<file path="config.mk">
export PLATFORM = sky130hd
export DESIGN_NAME = rca_pipe
export DESIGN_NICKNAME = d
export VERILOG_FILES = /design/src/rtl/rca_pipe.sv
export SDC_FILE = /design/constraint.sdc
export NUM_CORES = 1
export LEC_CHECK = 0
export BUFFER_PORTS_ARGS = -buffer_cell sky130_fd_sc_hd__buf_2
export CORE_UTILIZATION = 55
export CTS_CLUSTER_DIAMETER = 40
export CTS_CLUSTER_SIZE = 40
export DETAILED_ROUTE_END_ITERATION = 10
export PLACE_DENSITY = 0.84
export SLEW_MARGIN = 15
export SYNTH_ARGS = -nofsm -noshare
export SYNTH_HDL_FRONTEND = slang
export SYNTH_SLANG_ARGS = --single-unit
export TNS_END_PERCENT = 20
</file>
<file path="constraint.sdc">
create_clock -name clk -period 5.1 [get_ports clk]
set_input_delay 1.02 -clock clk [delete_from_list [all_inputs] [get_ports clk]]
set_output_delay 1.02 -clock clk [all_outputs]
set_load 0.02 [all_outputs]
</file>
<file path="src/rtl/rca_pipe.sv">
// Pipelined ripple-carry adder/subtractor: WIDTH bits split into STAGES chunks,
// one chunk of full-adder cells per register stage, valid/ready at both ends.
module rca_pipe #(
    parameter int WIDTH  = 32,
    parameter int STAGES = 4
) (
    input  logic             clk,
    input  logic             reset_n,
    input  logic             in_valid,
    output logic             in_ready,
    input  logic [WIDTH-1:0] a,
    input  logic [WIDTH-1:0] b,
    input  logic             ci,
    input  logic             sub,
    output logic             out_valid,
    input  logic             out_ready,
    output logic [WIDTH-1:0] s,
    output logic             co,
    output logic             ovf
);

    localparam int CHUNK = WIDTH / STAGES;

    // CHUNK full-adder cells in a ripple chain; returns {carry_out, sum}.
    function automatic logic [CHUNK:0] chunk_add(input logic [CHUNK-1:0] x,
                                                 input logic [CHUNK-1:0] y,
                                                 input logic             cin);
        logic [CHUNK-1:0] sum;
        logic             c;
        c = cin;
        for (int i = 0; i < CHUNK; i++) begin
            sum[i] = x[i] ^ y[i] ^ c;
            c      = (x[i] & y[i]) | (c & (x[i] ^ y[i]));
        end
        return {c, sum};
    endfunction

    logic advance;

    assign advance  = !out_valid || out_ready;
    assign in_ready = advance;

    // Operands entering each stage: the unconsumed chunks are kept right-aligned,
    // so every stage works on bits [CHUNK-1:0] of its a/b inputs.
    logic [WIDTH-1:0] a_in   [STAGES];
    logic [WIDTH-1:0] b_in   [STAGES];
    logic [WIDTH-1:0] sum_in [STAGES];
    logic             c_in   [STAGES];
    logic             vld_in [STAGES];

    logic [WIDTH-1:0] a_p    [STAGES];
    logic [WIDTH-1:0] b_p    [STAGES];
    logic [WIDTH-1:0] sum_p  [STAGES];
    logic             c_p    [STAGES];
    logic             vld_p  [STAGES];

    for (genvar k = 0; k < STAGES; k++) begin : g_stage
        logic [CHUNK:0]   chunk_res;
        logic [WIDTH-1:0] sum_nxt;

        if (k == 0) begin : g_src
            // Stage 0 boundary: subtraction becomes A + ~B + 1 here
            assign a_in[0]   = a;
            assign b_in[0]   = b ^ {WIDTH{sub}};
            assign sum_in[0] = '0;
            assign c_in[0]   = sub | ci;
            assign vld_in[0] = in_valid;
        end else begin : g_link
            // Stage k boundary: consume the registered state of stage k-1
            assign a_in[k]   = a_p[k-1];
            assign b_in[k]   = b_p[k-1];
            assign sum_in[k] = sum_p[k-1];
            assign c_in[k]   = c_p[k-1];
            assign vld_in[k] = vld_p[k-1];
        end

        assign chunk_res = chunk_add(a_in[k][CHUNK-1:0], b_in[k][CHUNK-1:0], c_in[k]);

        always_comb begin
            sum_nxt = sum_in[k];
            sum_nxt[k*CHUNK +: CHUNK] = chunk_res[CHUNK-1:0];
        end

        if (k < STAGES - 1) begin : g_mid
            always_ff @(posedge clk) begin
                if (!reset_n) begin
                    vld_p[k] <= 1'b0;
                end else if (advance) begin
                    vld_p[k] <= vld_in[k];
                end
            end

            // Data only moves with a valid operation, so bubbles never clobber it
            always_ff @(posedge clk) begin
                if (advance && vld_in[k]) begin
                    a_p[k]   <= a_in[k] >> CHUNK;
                    b_p[k]   <= b_in[k] >> CHUNK;
                    sum_p[k] <= sum_nxt;
                    c_p[k]   <= chunk_res[CHUNK];
                end
            end
        end else begin : g_last
            // Output boundary: the last chunk holds the MSB of a and b_eff for ovf
            always_ff @(posedge clk) begin
                if (!reset_n) begin
                    out_valid <= 1'b0;
                    s         <= '0;
                    co        <= 1'b0;
                    ovf       <= 1'b0;
                end else if (advance) begin
                    out_valid <= vld_in[k];
                    if (vld_in[k]) begin
                        s   <= sum_nxt;
                        co  <= chunk_res[CHUNK];
                        ovf <= (a_in[k][CHUNK-1] == b_in[k][CHUNK-1]) &&
                               (chunk_res[CHUNK-1] != a_in[k][CHUNK-1]);
                    end
                end
            end
        end
    end

endmodule

</file>
==> key figures, run 1 <==
Yosys
  – Yosys reg bits: 185
  – Synth warn: 0
  – Dominant cells by area after synthesis: edfxtp_1 64%, dfxtp_1 10%, fa_1 9.1%
  – EDFF count, synth: 149
  – Mapped Cells: around 430
  – Syn nets: 531
  – Synth async-reset ratio: 0%
  – Synth area leader: edfxtp_1
  – Register area share after synthesis: 74.0%
  – Netlist Area Pre-Place: approximately 7000 µm²
  – Unique masters post-synth: 26
  – Syn avg cell area: 16.4 µm²
  – Synth Flop Type: edfxtp_1
  – Share of the synthesized area in the top cell type: 63.7%

Clock tree
  – Postcts setup bufs: 0
  – Hold_buf cts: 0
  – CTS H-tree lvls: 4
  – CTS Buf Count: 17
  – Clock sink total: 185
  – Clock buffer depth: 2
  – Post-CTS Resized: 0
  – Clock tree root buffer cell: clkbuf_16
  – Clock transition at path regs: 0.06 ns
  – CTS tree: built
  – Clk Latency, worst-skew pair: 0.42 ns

Global routing
  – Vias in the first global route: 3,711
  – Global-route wire length before repair: 17.2 mm
  – Gr usage total: between 10% and 20%
  – Largest net degree at the start of global routing: 58
  – Initial antenna violation count: 0
  – Overflow after GRT: 0

Timing
  – Worst rel slew slack: 51.1%
  – Final hold vios: 0
  – RSZ-0062 raised after global routing: false
  – Fmax: roughly 230 MHz
  – Tmin final: about 4.3 ns
  – Worst-Margin Slew: ~0.73 ns
  – TNS Setup: 0 ns
  – Fin crit share: a little over four fifths
  – Finish-stage setup viols: 0
  – Count of pins over their slew limit: 0
  – Setup Skew: 0.00814 ns

Floorplanning
  – Initial core utilization: between 50% and 60%
  – Core Area: 12,200 µm²
  – Die X: around 110 µm
  – I/O Pins: 106
  – DIE AREA: 13,200 µm²
  – Rows: 40
  – Die H: 115 µm

Worst hold path
  – Hold depth: 0
  – Min-delay worst type: reg -> reg

Worst setup path
  – Critical path type: in -> reg
  – Critical Path Fanout Max: 21
  – Critical path arrival: 4.45 ns
  – Data required, critical path: 5.26 ns
  – Critical Path Start Type: input pin
  – Worst setup EP type: flip-flop
  – R2R cell count: 14

Detailed routing
  – Drt total wl: approximately 11 mm
  – Routed vias/inst: 5.04
  – DRT Pass-1 Iters: 4
  – Routed len/inst: 15.3 µm
  – Drt drc: 0
  – Iter 0 DRT Violations: ~260
  – Routed Antenna Nets: 0
  – DR vias: 3,615

Cells and area
  – Final Cell Area: 8290 µm²
  – Layout cell share with drive strength beyond 1: 27.1%
  – Commonest non-fill, non-tap cell in the layout: edfxtp_1
  – P&R area growth vs syn: 18.0%
  – Most frequent cells in the layout: 149 x edfxtp_1, 105 x buf_2, 42 x inv_1
  – Antenna diodes: 0
  – Final net count: 639
  – Final core occ: 67.8%

Status
  – Status: complete, no violations

Run
  – Max cap viols: 0

Pwr
  – Power per Cell Area: 402 nW/µm²
  – Power Internal: 0.00266 W
  – Clock power share: 40.3%
  – NetSw: 0.000670 W
  – Switching share of power: 20.1%
  – Leak: between 3 and 4 nW
  – Sequential share of power: between 50% and 60%
  – Combinational Power Share: 6.2%
  – Peak supply drop: 0.000265 V

Placement
  – DPL Wire Length: 7.39 mm
  – Final GP Congestion: 0.772
  – Port bufs: 105
  – Placed inst area: 7670 µm²
==> layout make-up <==
class	instances	area, µm²
Fill cell	840	3930
Inverter	45	171
Timing Repair Buffer	110	563
Multi-Input combinational cell	177	1530
Clock inverter	14	178
Clock buffer	18	439
Sequential cell	185	5190
Tap cell	168	210
==> metrics by stage <==
step	instances	worst slack, ns	hold WS (ns)	total power, W
finish	717	0.811	0.412	0.00333
global route	717	0.676	0.422	0.00345
CTS	717	0.752	0.415	0.00336
detailed placement	685	0.365	0.405	0.00202
global placement	685	0.429	0.401	0.00201
floorplan	428	0.521	0.400	0.00193
==> cell usage after synthesis, drive strengths merged (2+ instances only) <==
cell type / instances
xnor2: 7
o21ai: 30
buf: 19
nand3: 31
dfxtp: 36
and3: 2
inv: 45
fa: 32
clkbuf: 2
a211oi: 3
nand2: 4
edfxtp: 149
and2: 2
a21oi: 35
xor2: 26
==> final timing paths <==
path	start	endpoint	slack, ns
worst max-delay path	sub	sum_p[0][7]	0.81
worst min register to register	sum_p[1][2]	sum_p[2][2]	0.41
worst min-delay path	sum_p[1][2]	sum_p[2][2]	0.41
worst max register to register	b_p[0][48]	ovf	0.81
==> power groups by stage <==
stage	logic (W)	registers [W]	clock network, W
finish	0.000205	0.00178	0.00134
global route	0.000232	0.00179	0.00142
CTS	0.000210	0.00178	0.00137
detailed placement	0.000209	0.00182	0
global placement	0.000196	0.00181	0
floorplan	0.000121	0.00181	0
==> critical path, stage by stage <==
cell     delay, ns
buf_2         0.11
buf_4         0.32
xnor2_1       0.14
fa_1          0.40
fa_1          0.42
fa_1          0.39
fa_1          0.39
fa_1          0.39
fa_1          0.37
inv_1         0.08
fa_1          0.41
==> sequential cells by signal (all words and copies together) (netlist names) <==
register,count
a_p,48
b_p,48
c_p,3
co,1
out_valid,1
ovf,1
s,32
sum_p,48
vld_p,3
==> cells by family (layout without fill, tap and decap cells) <==
family | Yosys count | count (layout) | share of synthesized area (%)
and+or+nand+nor | 42 | 42 | 3.12
buffers and inverters | 66 | 187 | 4.26
xor gates and xnor gates | 33 | 33 | 4.12
adders and majority gates | 33 | 33 | 9.30
AOI/OAI and AO/OA | 69 | 69 | 5.19
DFF | 185 | 185 | 74.0
==> metal layers <==
metal,up-vias,GRT usage (%),wire (µm)
met2,141,30.7,5570
met4,0,11.0,282
met3,23,4.22,609
met5,-,0,0
met1,1737,21.3,4480
li1,1714,-,-
No activity file was read; power rests on OpenSTA's default activity.
==> inputs of run 2 (changes only) <==
- CORE_UTILIZATION: 55 -> 51
- PLACE_DENSITY: 0.84 -> 0.83
- clock period: 5.1 -> 3.6 ns (I/O delays scaled with it)
==> run 2 against run 1 <==
Final area up 0.82%. Clock-buffer cell count grew 2. Total power rose by 38%. Critical path depth grew 3. Clock skew increased by 0.0020 ns. Sequential share of layout area shrank 0.51 points. Worst setup slack got worse by 1.1 ns. Global-route usage is 1.3 points lower. The flow now finishes with violations (negative setup slack). Combinational power up 52%.
==> key figures, run 2 (synthesized netlist as in run 1, its figures left out) <==
Pwr
  – Power per Cell Area: 548 nW/µm² (was 402 nW/µm²)
  – Peak supply drop: 0.000338 V (was 0.000265 V)
  – Leak: 3.18 nW (was 3.21 nW)

Cells and area
  – Commonest non-fill, non-tap cell in the layout: edfxtp_1 (unchanged)
  – P&R area growth vs syn: 19.0% (was 18.0%)
  – Reg area: 5190 µm² (unchanged)
  – Most frequent cells in the layout: 149 x edfxtp_1, 105 x buf_2, 36 x dfxtp_1 (was 149 x edfxtp_1, 105 x buf_2, 42 x inv_1)
  – Antenna diodes: 0 (unchanged)
  – Final core occ: 62.6% (was 67.8%)
  – Area of the multi-input gates: 1590 µm² (was 1530 µm²)
  – Layout cell share with drive strength beyond 1: 32.7% (was 27.1%)
  – Fillers: 984 (was 840)
  – Final net count: 644 (was 639)
  – Biggest regs: a_p: 48 flops, b_p: 48 flops, sum_p: 48 flops (unchanged)

Timing
  – Worst hold slack: 0.413 ns (was 0.412 ns)
  – Worst-Margin Slew: 0.673 ns (was 0.734 ns)
  – Fin crit share: 107%
  – RSZ-0062 raised after global routing: true (was false)
  – Setup Skew: 0.0102 ns (was 0.00814 ns)
  – Fmax: approximately 260 MHz
  – Tmin final: 3.85 ns
  – Worst rel slew slack: 55.1% (was 51.1%)
  – Count of pins over their slew limit: 0 (unchanged)
  – Crit path setup slack, layout: -0.253 ns (was 0.811 ns)
  – Finish-stage setup viols: 4 (was 0)
  – Final hold vios: 0 (unchanged)

Worst hold path
  – Min-delay worst type: reg -> reg (unchanged)

Global routing
  – Overflow after GRT: 0 (unchanged)
  – Largest net degree at the start of global routing: 42 (was 58)
  – Gr usage total: 16.8% (was 18.1%)
  – Vias in the first global route: 3,762 (was 3,711)
  – Initial antenna violation count: 0 (unchanged)
  – Global-route wire length before repair: 18.0 mm (was 17.2 mm)

Worst setup path
  – Critical Path Start Type: flip-flop (was input pin)
  – Worst setup EP type: flip-flop (unchanged)
  – Reg2Reg Setup Slack: -0.25 ns (was 0.81 ns)
  – Critical path type: reg -> reg (was in -> reg)
  – Data required, critical path: 3.92 ns (was 5.26 ns)
  – Worst path cell trace: inv_2, fa_2, inv_2, fa_2, fa_2, fa_2, fa_2, fa_2, fa_2, inv_2, fa_1, xnor2_1, nand3_1, o32ai_2 (was buf_2, buf_4, xnor2_1, fa_1, fa_1, fa_1, fa_1, fa_1, fa_1, inv_1, fa_1)
  – Most used cell, CP: fa_2 (was fa_1)
  – Bufs and invs on worst path: 3 (unchanged)
  – Crit path max-delay family: adder cells (unchanged)
  – Critical Path Fanout Max: 2 (was 21)
  – Critical path arrival: 4.17 ns (was 4.45 ns)
  – Crit-path slowest cell: fa_1 (unchanged)
  – Max stage delay on crit path: 0.43 ns (was 0.42 ns)

Detailed routing
  – Drt drc: 0 (unchanged)
  – Routed vias/inst: 4.84 (was 5.04)
  – Routed Antenna Nets: 0 (unchanged)
  – DR vias: 3,534 (was 3,615)
  – Iter 0 DRT Violations: 251 (was 259)
  – DRT Pass-1 Iters: 4 (unchanged)
  – Routed len/inst: 15.4 µm (was 15.3 µm)
  – Drt total wl: 11.2 mm (was 10.9 mm)

Clock tree
  – Clk Latency, worst-skew pair: 0.41 ns (was 0.42 ns)
  – CTS Buf Count: 17 (unchanged)
  – CTS H-tree lvls: 4 (unchanged)
  – Clock buffer depth: 2 (unchanged)
  – Clock tree root buffer cell: clkbuf_16 (unchanged)
  – Hold_buf cts: 0 (unchanged)
  – Clock sink total: 185 (unchanged)
  – CTS tree: built (unchanged)
  – Clock transition at path regs: 0.06 ns (about the same)

Floorplanning
  – DIE AREA: 14,200 µm² (was 13,200 µm²)
  – Die X: 119 µm (was 115 µm)
  – I/O Pins: 106 (unchanged)
  – Rows: 42 (was 40)
  – Die H: 119 µm (was 115 µm)
  – Core Area: 13,300 µm² (was 12,200 µm²)
  – Initial core utilization: 52.6% (was 57.5%)

Run
  – Max cap viols: 0 (unchanged)

Placement
  – DPL Wire Length: 7.51 mm (was 7.39 mm)
  – Final GP Congestion: 0.785 (was 0.772)
  – Port bufs: 105 (unchanged)

Status
  – Failing checks: negative setup slack
  – Status: finished with violations (was complete, no violations)
-- run 2: routing by layer --
layer / part of all wire (%) / up-vias / routed length [µm] / GRT usage [%]
met3: 5.0 / 16 / 560 / 4.21
met2: 50 / 110 / 5660 / 28.1
met5: 0 / - / 0 / 0
li1: - / 1716 / - / -
met1: 43 / 1692 / 4780 / 20.6
met4: 2.1 / 0 / 231 / 7.81
-- run 2: layout make-up --
class | instances | area share [%]
clock inverters | 12 | 1.51
multi-input cells | 177 | 19.0
well taps | 176 | 2.64
flip-flops and latches | 185 | 62.2
repair buffers | 115 | 7.34
inverters | 45 | 2.05
clock buffers | 20 | 5.23
-- run 2: power by group --
part	internal [W]	switching, W	total, W	leakage (nW)
registers	0.00248	0.0000449	0.00253	1.71
logic	0.000129	0.000182	0.000311	1.21
clock network	0.00102	0.000724	0.00174	0.264
-- run 2: path summary, 6_finish.rpt --
check,from,end,depth (start not counted)
max,a_p[0][48],ovf,14
min,a_p[0][22],a_p[0][38],0
max reg2reg,a_p[0][48],ovf,14
min reg2reg,a_p[0][22],a_p[0][38],0
-- run 2: stage by stage --
stage	TNS [ns]	total power [W]	worst slack [ns]	std cells	cell area (µm²)
6_report	-0.600	0.00458	-0.253	730	8350
5_1_grt	-1.20	0.00475	-0.444	730	8350
4_1_cts	-0.845	0.00462	-0.332	730	8350
3_5_place_dp	-2.38	0.00287	-0.638	697	7740
3_3_place_gp	-1.69	0.00285	-0.531	697	7740
2_1_floorplan	-0.985	0.00274	-0.471	428	7040
-- run 2: timing repair --
item / in CTS / in global routing
resized for setup: 17 / 6
buffers inserted: 1 / 0
pin swaps: 5 / 4
endpoints found under the setup margin: 7 / 6
==> inputs of run 3 (changes only) <==
- CORE_UTILIZATION: 51 -> 45
- PLACE_DENSITY: 0.83 -> 0.75
==> run 3 against run 2 <==
The run still ends with negative setup slack left. Worst setup slack got worse by 0.0033 ns. Largest cell class unchanged. Utilization decreased by 7.4 points. Combinational power decreased by 1%. First-iteration DRC count decreased by 8.8%. Die area increased by 13%. Total power increased by 3.3%. Sequential power about the same. Via count increased by 1.3%. Cell count increased by 1.5%. Global-route usage decreased by 1.6 points. Fmax about the same.
==> key figures, run 3 (synthesized netlist as in run 1, its figures left out) <==
Timing
  – Setup Skew: 0.00510 ns (was 0.0102 ns)
  – RSZ-0062 raised after global routing: true (unchanged)
  – Count of pins over their slew limit: 0 (unchanged)
  – Fin crit share: 107% (about the same)
  – Tmin final: 3.86 ns (was 3.85 ns)
  – Worst rel slew slack: 50.1% (was 55.1%)
  – Crit path setup slack, layout: -0.256 ns (was -0.253 ns)
  – Worst-Margin Slew: 0.748 ns (was 0.673 ns)
  – Fmax: 259 MHz (was 260 MHz)
  – Final hold vios: 0 (unchanged)
  – Finish-stage setup viols: 4 (unchanged)

Worst setup path
  – Critical path arrival: 4.19 ns (was 4.17 ns)
  – Critical path type: reg -> reg (unchanged)
  – Critical Path Start Type: flip-flop (unchanged)
  – Worst setup EP type: flip-flop (unchanged)
  – Data required, critical path: 3.93 ns (was 3.92 ns)
  – Critical Path Fanout Max: 2 (unchanged)

Global routing
  – Overflow after GRT: 0 (unchanged)
  – Largest net degree at the start of global routing: 58 (was 42)
  – Vias in the first global route: 3,630 (was 3,762)
  – Gr usage total: 15.3% (was 16.8%)
  – Initial antenna violation count: 0 (unchanged)
  – Global-route wire length before repair: 18.1 mm (was 18.0 mm)

Placement
  – Final GP Congestion: 0.820 (was 0.785)
  – DPL Wire Length: 7.45 mm (was 7.51 mm)
  – Port bufs: 105 (unchanged)
  – Placement Setup Slack: -0.598 ns (was -0.638 ns)

Clock tree
  – CTS H-tree lvls: 4 (unchanged)
  – Clock transition at path regs: 0.06 ns (about the same)
  – Clock sink total: 185 (unchanged)
  – Clock tree root buffer cell: clkbuf_16 (unchanged)
  – Hold_buf cts: 0 (unchanged)
  – Clk Latency, worst-skew pair: 0.42 ns (was 0.41 ns)
  – CTS Buf Count: 17 (unchanged)
  – CTS tree: built (unchanged)
  – Clock buffer depth: 2 (unchanged)

Floorplanning
  – Initial core utilization: 46.2% (was 52.6%)
  – I/O Pins: 106 (unchanged)
  – Rows: 45 (was 42)
  – Core Area: 15,200 µm² (was 13,300 µm²)
  – DIE AREA: 16,100 µm² (was 14,200 µm²)
  – Die H: 127 µm (was 119 µm)
  – Die X: 127 µm (was 119 µm)

Detailed routing
  – Routed vias/inst: 4.83 (was 4.84)
  – DR vias: 3,581 (was 3,534)
  – Iter 0 DRT Violations: 229 (was 251)
  – Routed len/inst: 15.5 µm (was 15.4 µm)
  – Routed Antenna Nets: 0 (unchanged)
  – Drt total wl: 11.5 mm (was 11.2 mm)
  – DRT Pass-1 Iters: 4 (unchanged)
  – Drt drc: 0 (unchanged)

Pwr
  – Peak supply drop: 0.000346 V (was 0.000338 V)
  – Leak: 3.20 nW (was 3.18 nW)
  – Power per Cell Area: 564 nW/µm² (was 548 nW/µm²)

Cells and area
  – Layout cell share with drive strength beyond 1: 31.8% (was 32.7%)
  – Most frequent cells in the layout: 149 x edfxtp_1, 105 x buf_2, 37 x inv_1 (was 149 x edfxtp_1, 105 x buf_2, 36 x dfxtp_1)
  – Biggest regs: a_p: 48 flops, b_p: 48 flops, sum_p: 48 flops (unchanged)
  – Antenna diodes: 0 (unchanged)
  – Commonest non-fill, non-tap cell in the layout: edfxtp_1 (unchanged)
  – P&R area growth vs syn: 19.5% (was 19.0%)
  – Final core occ: 55.2% (was 62.6%)
  – Final net count: 643 (was 644)

Status
  – Status: finished with violations (unchanged)
  – Failing checks: negative setup slack (unchanged)

Worst hold path
  – Min-delay worst type: reg -> reg (unchanged)

Run
  – Max cap viols: 0 (unchanged)
[run 3: what timing repair did]
action / CTS / global route
pin swaps: 4 / 3
resized for setup: 20 / 0
setup buffers: 1 / 0
endpoints found under the setup margin: 7 / 6
[run 3: report_power, final]
part	total, W	switching [W]	internal, W
Sequential	0.00252	0.0000427	0.00248
Combinational	0.000307	0.000183	0.000124
Clock	0.00190	0.000725	0.00117
[run 3: path summary, 6_finish.rpt]
path / cells after the start / startpoint / to / slack, ns
setup reg to reg: 14 / c_p[0][2] / ovf / -0.26
hold reg to reg: 0 / a_p[0][9] / a_p[0][25] / 0.41
hold / removal: 0 / a_p[0][9] / a_p[0][25] / 0.41
setup / recovery: 14 / c_p[0][2] / ovf / -0.26
[run 3: layer usage]
metal,track usage [%],up-vias,part of all wire (%)
met5,0,-,0
met2,24.9,114,48
met3,3.50,23,5.4
li1,-,1717,-
met4,9.03,0,2.8
met1,18.7,1727,44
[run 3: critical path: stages (launching register included)]
cell and delay [ns]:
edfxtp_1 0.37, inv_2 0.07, fa_2 0.23, inv_2 0.05, fa_2 0.33, fa_2 0.34, fa_2 0.34, fa_2 0.34
fa_2 0.35, fa_2 0.35, inv_2 0.06, fa_1 0.43, xnor2_1 0.14, nand3_1 0.11, o32ai_2 0.23
[run 3: area by class of cell]
class	count	area [µm²]
inverter	45	171
timing repair buffer	114	593
multi-input combinational	177	1590
clock buffer	22	454
tap	188	235
clock inverter	10	151
fill	1195	6810
sequential	185	5190
[run 3: per-stage QoR]
step | area [µm²] | setup TNS, ns | instances | total power, W | hold WS (ns)
4_1_cts | 8390 | -0.658 | 741 | 0.00477 | 0.417
3_5_place_dp | 7740 | -2.38 | 708 | 0.00287 | 0.405
6_report | 8390 | -0.533 | 741 | 0.00473 | 0.414
2_1_floorplan | 7040 | -0.985 | 428 | 0.00274 | 0.400
5_1_grt | 8390 | -1.15 | 741 | 0.00490 | 0.423
3_3_place_gp | 7740 | -1.77 | 708 | 0.00286 | 0.401
